===== src/rtl/ir_tx_scheduler.sv =====
// Round-robin scheduler that time-shares one IR emitter between NUM_REQ requesters.
// Each grant is one fixed-length carrier burst followed by a mandatory quiet gap.
module ir_tx_scheduler #(
  parameter int unsigned NUM_REQ      = 3,
  parameter int unsigned BURST_CYCLES = 100000,
  parameter int unsigned GAP_CYCLES   = 50000,
  parameter int unsigned CNT_W        = 24
) (
  input  logic                   CLK100MHZ,
  input  logic                   rst_n,
  input  logic [NUM_REQ-1:0]     req,
  input  logic [2*NUM_REQ-1:0]   req_freq,
  input  logic                   abort,
  output logic                   emit_enable,
  output logic [1:0]             emit_freq_sel,
  output logic [NUM_REQ-1:0]     grant,
  output logic [NUM_REQ-1:0]     done,
  output logic [NUM_REQ-1:0]     aborted,
  output logic                   busy
);

  localparam int unsigned PTR_W = (NUM_REQ > 1) ? $clog2(NUM_REQ) : 1;
  localparam logic [CNT_W-1:0] BURST_LAST = CNT_W'(BURST_CYCLES - 1);
  localparam logic [CNT_W-1:0] GAP_LAST   = CNT_W'(GAP_CYCLES - 1);

  typedef enum logic [1:0] {
    IDLE  = 2'd0,
    BURST = 2'd1,
    GAP   = 2'd2
  } state_t;

  state_t             state, state_d;
  logic [CNT_W-1:0]   cnt, cnt_d;
  logic [PTR_W-1:0]   rr_ptr, rr_d;
  logic [NUM_REQ-1:0] grant_d;
  logic [1:0]         freq_d;
  logic               en_d, busy_d;

  logic [NUM_REQ-1:0] eligible;
  logic               win_found;
  logic [PTR_W-1:0]   win_idx;
  logic [1:0]         win_code;
  int unsigned        j;

  // Eligibility and first-eligible search upward from rr_ptr with wrap
  always_comb begin
    eligible  = '0;
    win_found = 1'b0;
    win_idx   = '0;
    win_code  = 2'b00;
    j         = 0;
    for (int unsigned i = 0; i < NUM_REQ; i++) begin
      eligible[i] = req[i] && (req_freq[2*i +: 2] != 2'b00);
    end
    for (int unsigned k = 0; k < NUM_REQ; k++) begin
      j = (k + 32'(rr_ptr)) % NUM_REQ;
      if (!win_found && eligible[j]) begin
        win_found = 1'b1;
        win_idx   = PTR_W'(j);
        win_code  = req_freq[2*j +: 2];
      end
    end
  end

  // Next-state and next registered outputs
  always_comb begin
    state_d = state;
    cnt_d   = cnt;
    rr_d    = rr_ptr;
    grant_d = grant;
    freq_d  = emit_freq_sel;
    en_d    = emit_enable;
    busy_d  = busy;
    case (state)
      IDLE: begin
        if (win_found) begin
          state_d = BURST;
          cnt_d   = '0;
          rr_d    = (win_idx == PTR_W'(NUM_REQ - 1)) ? '0 : win_idx + PTR_W'(1);
          grant_d = NUM_REQ'(1) << win_idx;
          freq_d  = win_code;
          en_d    = 1'b1;
          busy_d  = 1'b1;
        end
      end
      BURST: begin
        if (abort || cnt == BURST_LAST) begin
          state_d = GAP;
          cnt_d   = '0;
          grant_d = '0;
          freq_d  = 2'b00;
          en_d    = 1'b0;
        end else begin
          cnt_d = cnt + CNT_W'(1);
        end
      end
      GAP: begin
        if (cnt == GAP_LAST) begin
          state_d = IDLE;
          cnt_d   = '0;
          busy_d  = 1'b0;
        end else begin
          cnt_d = cnt + CNT_W'(1);
        end
      end
      default: begin
        state_d = IDLE;
        cnt_d   = '0;
        grant_d = '0;
        freq_d  = 2'b00;
        en_d    = 1'b0;
        busy_d  = 1'b0;
      end
    endcase
  end

  always_ff @(posedge CLK100MHZ or negedge rst_n) begin
    if (!rst_n) begin
      state         <= IDLE;
      cnt           <= '0;
      rr_ptr        <= '0;
      grant         <= '0;
      emit_freq_sel <= 2'b00;
      emit_enable   <= 1'b0;
      busy          <= 1'b0;
    end else begin
      state         <= state_d;
      cnt           <= cnt_d;
      rr_ptr        <= rr_d;
      grant         <= grant_d;
      emit_freq_sel <= freq_d;
      emit_enable   <= en_d;
      busy          <= busy_d;
    end
  end

  // Status pulses must coincide with abort, so they are decoded from the owner register;
  // an abort on the final burst cycle suppresses done.
  assign done    = (state == BURST && cnt == BURST_LAST && !abort) ? grant : '0;
  assign aborted = (state == BURST && abort) ? grant : '0;

endmodule


===== config.mk =====
export PLATFORM = sky130hd
export DESIGN_NAME = ir_tx_scheduler
export DESIGN_NICKNAME = d
export VERILOG_FILES = /design/src/rtl/ir_tx_scheduler.sv
export SDC_FILE = /design/constraint.sdc
export NUM_CORES = 1
export LEC_CHECK = 0
export CAP_MARGIN = 20
export CELL_PAD_IN_SITES_DETAIL_PLACEMENT = 1
export CELL_PAD_IN_SITES_GLOBAL_PLACEMENT = 1
export CORE_MARGIN = 8
export CORE_UTILIZATION = 39
export CTS_CLUSTER_DIAMETER = 30
export DETAILED_ROUTE_END_ITERATION = 10
export PLACE_DENSITY = 0.85
export SLEW_MARGIN = 20
export SYNTH_ARGS = -nofsm -noshare
export SYNTH_HDL_FRONTEND = slang
export SYNTH_SLANG_ARGS = --single-unit

===== constraint.sdc =====
create_clock -name CLK100MHZ -period 2.1 [get_ports CLK100MHZ]
set_input_delay 0.525 -clock CLK100MHZ [delete_from_list [all_inputs] [get_ports CLK100MHZ]]
set_output_delay 0.525 -clock CLK100MHZ [all_outputs]
set_load 0.05 [all_outputs]

* Yosys cells after proc, flatten, opt, wreduce, memory -nomap -nowiden *
Index checks and enable logic that the tools add are counted.

storage, ports and cells
  logic and storage cells = 88
  output and inout bits = 13
  input port bits = 12
  flip-flop bits (word level) = 35

cells by class
  order comparisons = 3
  divide/modulo/power cells = 3
  shift operators = 4
  reductions and logical operators = 20
  add/sub/neg operators = 4
  bitwise gates (word level) = 2
  multiplexer cells = 37
  equal/unequal tests = 8

operators by type and width
  kind                   number
  $shiftx 6x33->2        3
  $lt 32x3->1 const B    3
  $mux 24                3
  $pmux 24 s3            1
  $mod 32x2->32 const B  2
  $mod 2x2->32 const B   1
  $add 24x1->24 const B  1
  $eq 24x16->1 const B   1
  $eq 24x17->1 const B   1
  $mux 2                 12
  $mux 3                 4
  $pmux 2 s3             2
  $mux 1                 9
  $pmux 3 s3             1
  $reduce_and 3->1       3
  $logic_and 1x1->1      8
  $bmux 1 s2             3
  $ne 2x2->1 const B     3
  $pmux 1 s3             2
  $reduce_bool 2->1      3
  $eq 2x2->1 const B     2
  $add 1x2->3 const A    1
  $add 2x2->3 const A    1
  $logic_not 1->1        3
  7 further kinds        8

* Depth between registers and ports, before layout *
  depth after elaboration = 14
  mapped depth = 10
  mapped depth without buffers = 10

* Least setup slack after synthesis *
Ideal clock, no wire load.

  kind = register to register
  from = register rr_ptr[1]
  to = register cnt[11]
  period minus slack after synthesis = 2.229 ns
  arrival time = 2.108 ns
  path buffers = 1
  path slack = -0.129 ns
  data required time = 1.979 ns
  cell stages (with the launch flop) = 10
  setup time = 0.121 ns
  path through = dfrtp_1 inv_1 ha_1 inv_1 o2111ai_1 nand3_1 o21ai_0 clkbuf_1 o21ai_0 a22o_1

on the way
  longest elaborated chain between the ends = 11
  elaborated cells on any way between the ends = 19
  those cells by class = 2 x add/sub; 3 x div; 1 x eq/ne; 9 x mux; 4 x reduce/logical

RTL lines
  element                                                RTL line  source
  from (decl)                                            34        logic [PTR_W-1:0] rr_ptr, rr_d;
  from (signal assigned)                                 129       rr_ptr <= rr_d;
  branches (longest 9 deep; another with $mod 32x2->32)  n/a
  $mux 1 *                                               57        if (!win_found && eligible[j]) begin
  $ne 2x2->1 (no line) *                                 n/a
  to (signal assigned)                                   128       cnt <= cnt_d;
  to (decl)                                              33        logic [CNT_W-1:0] cnt, cnt_d;

Every way passes the cells marked *. The select of a mux whose other input is x is not followed.
A chain may end at the register's enable or synchronous reset.

* Worst setup path in the final report *
  from = register cnt[23]
  to = output done[1]

on the way
  longest elaborated chain between the ends = 4

RTL lines
  element                          RTL line  source
  $eq 24x17->1                     139       assign done = (state == BURST && cnt == BURST_LAST && !abort) ? grant : '0;
  $logic_and 1x1->1 (2 in series)  139
  $mux 3                           139
  to (decl)                        17        output logic [NUM_REQ-1:0] done,

Every way passes these cells.

==> flow_summary.json <==
{
  "fin_skew_ns": 0.00870,
  "cp.arrival_ns": 2.15,
  "fin_crit_sh": 1.27,
  "synthAdderAreaFrac": 0.0585,
  "final_nets": 442,
  "rsz0062_at_grt": "yes",
  "synth.cells.most_frequent": "dfrtp_1, o21ai_0, nor2_1, nand2_1, a22o_1",
  "worstHoldPathType": "in -> async",
  "cts_root_buffer": "clkbuf_8",
  "dpl.cell_count": 467,
  "synthMuxAreaShare": 0.0293,
  "grt_use_total": 0.267,
  "p_int_mw": 2.69,
  "place.gp.congestion": 0.887,
  "worst_slew_pin_slew_ns": 0.502,
  "dr.first_iter.drc_count": 336,
  "totalWireLength_um": 14900,
  "synthArstFlopShare": 1.00,
  "switching_share": 0.503,
  "yosysSeqAreaShare": 0.341,
  "synth_ff_type": "dfrtp_1",
  "synth.distinct_cells": 48,
  "synth_compound_area_frac": 0.292,
  "slew_headroom": 0.664,
  "dr.pass1.iters": 8,
  "r2r_slack_ns": -0.53,
  "path_class": "reg -> out",
  "max_stage_delay_ns": 0.41,
  "vias": 3501,
  "grt_max_degree": 36,
  "viasPerCell": 7.06,
  "synth_top_cell_by_area": "dfrtp_1",
  "wl_per_cell_um": 30.0,
  "placementRows": 29,
  "clk_latency_ns": 0.32,
  "io_buffers": 24,
  "initial_utilization": 0.404,
  "cts_hold_buf": 0,
  "met3_usage": 0.0676,
  "seq_area_um2": 876,
  "netlist_instances": 300,
  "clock_sinks": 35,
  "grtUsageMet2": 0.442,
  "yosys_warnings": 0,
  "hpwl_um": 7420,
  "synth-seq-cells": 35,
  "fp.coreArea_um2": 6350,
  "synth_edf_count": 0,
  "worst_ep_required_time_ns": 1.57,
  "critPathMaxFanout": 3,
  "slew_viol_final": 0,
  "critPathLaunchType": "register",
  "grt_pass1_vias": 3495,
  "h-tree-depth": 2,
  "antenna_found_initial": 0,
  "cts.path.max_buffers": 2,
  "cts_tree": "yes",
  "synth_nets": 324,
  "dieArea_um2": 9430,
  "cap_violations": 0,
  "slowest_stage": "dfrtp_1",
  "synth-simple-area-share": 0.235,
  "p_per_area_nw_per_um2": 1280,
  "postRouteAntennaNets": 0,
  "end_kind": "output pin",
  "violations": "negative setup slack",
  "p_clk_frac": 0.108,
  "syn_area_per_cell_um2": 8.55,
  "die_h_um": 97.1,
  "p_sw_mw": 2.72,
  "drive_gt1_frac": 0.451,
  "die_x_um": 97.1,
  "diodes": 0,
  "path_delay_family": "simple AND/OR/NAND/NOR gates",
  "synthesis.area_um2": 2570,
  "post-synth-top-count-cell": "dfrtp_1",
  "finalSetupViolCount": 41,
  "dp_slack_ns": -0.716,
  "period_minus_slack_ns": 2.67,
  "power_frac_comb": 0.729,
  "syn2layout_area_growth_pct": 65.0,
  "timing.final.ws_setup_ns": -0.575,
  "synth_top_family_by_area": "compound AO/OA/AOI/OAI gates",
  "hold_viol_final": 0,
  "fmax_mhz": 374,
  "synthXorXnorAreaFrac": 0,
  "crit_chain": "nor4_2 > buf_4 > and4_4 > nand3_4 > nor2_4 > buf_6 > and2_4 > buf_12",
  "multi_input_area_um2": 1990,
  "cts.clk_slew.worst_paths_ns": 0.08,
  "synth_top_area_frac": 0.341,
  "grt-busiest-layer": "met2",
  "grt_pass1_wl_um": 20100,
  "peakVddDrop_mv": 0.967,
  "p_leak_nw": 1.93,
  "fill_cells": 683,
  "synth_area_leaders": "dfrtp_1, ha_1, a22o_1",
  "boundaryPins": 25,
  "critPathBufInv": 3,
  "grt.overflow.total": 0,
  "numCtsBuffers": 5,
  "drc": 0,
  "instances_no_fill": 496,
  "grt_use_met1": 0.308,
  "status": "finished with violations",
  "p_seq_frac": 0.162
}
[cells by family after synthesis]
logic type      count (synthesis)
mux                             7
compound gates                105
simple gates                  117
flops                          35
buf+inv                        24
fa+ha+maj                      12
[worst reg2reg max path, delay by kind of cell (launching register included)]
family | cells | cell delay (ns)
buffers and inverters | 7 | 0.99
AND/OR/NAND/NOR | 2 | 0.59
AO/OA/AOI/OAI | 4 | 0.52
flip-flops | 1 | 0.41
[per-layer routing]
metal	wire, µm	vias up
met4	1140	0
met5	0	-
met3	1520	125
met1	5460	1700
li1	-	1377
met2	6770	299
[final cells by class]
type / count / area share
clock buffer: 8 / 0.0236
tap: 77 / 0.0228
timing repair buffer: 124 / 0.266
multi-input combinational: 241 / 0.471
inverter: 11 / 0.00975
sequential: 35 / 0.207
[power groups by stage]
stage               clock, mW  combinational [mW]  sequential (mW)
finish                  0.587                3.95            0.879
global route            0.605                4.05            0.886
floorplan                   0                1.38             1.05
global placement            0                2.50            0.857
CTS                     0.567                3.08            0.859
detailed placement          0                2.68            0.865
[sequential cells by signal, indices dropped and copies added, names as in the netlist]
signal         flops
emit_enable        1
busy               1
state              2
cnt               24
emit_freq_sel      2
rr_ptr             2
grant              3
[final timing paths]
check | startpoint | to | depth (start not counted)
setup / recovery | cnt[23] | done[1] | 8
hold / removal | rst_n | cnt[7] | 2
setup reg to reg | cnt[23] | cnt[19] | 13
hold reg to reg | emit_enable | emit_enable | 1
max in group asynchronous | rst_n | state[1] | 2
min in group CLK100MHZ | emit_enable | emit_enable | 1
[cells in the final DEF, fill, tap and decap left out, drive strengths merged, types with 9 or more instances in the layout]
cell type  synthesis  final
inv               11     11
nor3               9      9
nand3             16     16
buf                4    109
o21ai             32     32
dfrtp             35     35
ha                12     12
nand2             21     21
a21oi              9      9
a22o              17     17
nor2              25     25
[through the flow]
stage	setup TNS, ns	area, µm²	hold WS, ns	total power, mW	utilization
after floorplan	-0.129	2590	0.229	2.43	-
after global placement	-13.58	3510	0.466	3.36	0.552
after detailed placement	-19.71	3510	0.486	3.54	0.552
after CTS	-4.93	3920	0.271	4.50	0.617
after global routing	-17.16	4230	0.289	5.54	0.667
final	-15.62	4230	0.240	5.41	0.667
[repair_timing]
item,CTS,global route
gates resized for setup,77,52
endpoints found under the setup margin,38,42
pin swaps,32,20
gates cloned,2,0
buffers inserted,8,14
Note: power is estimated with default switching activity, not from simulation.
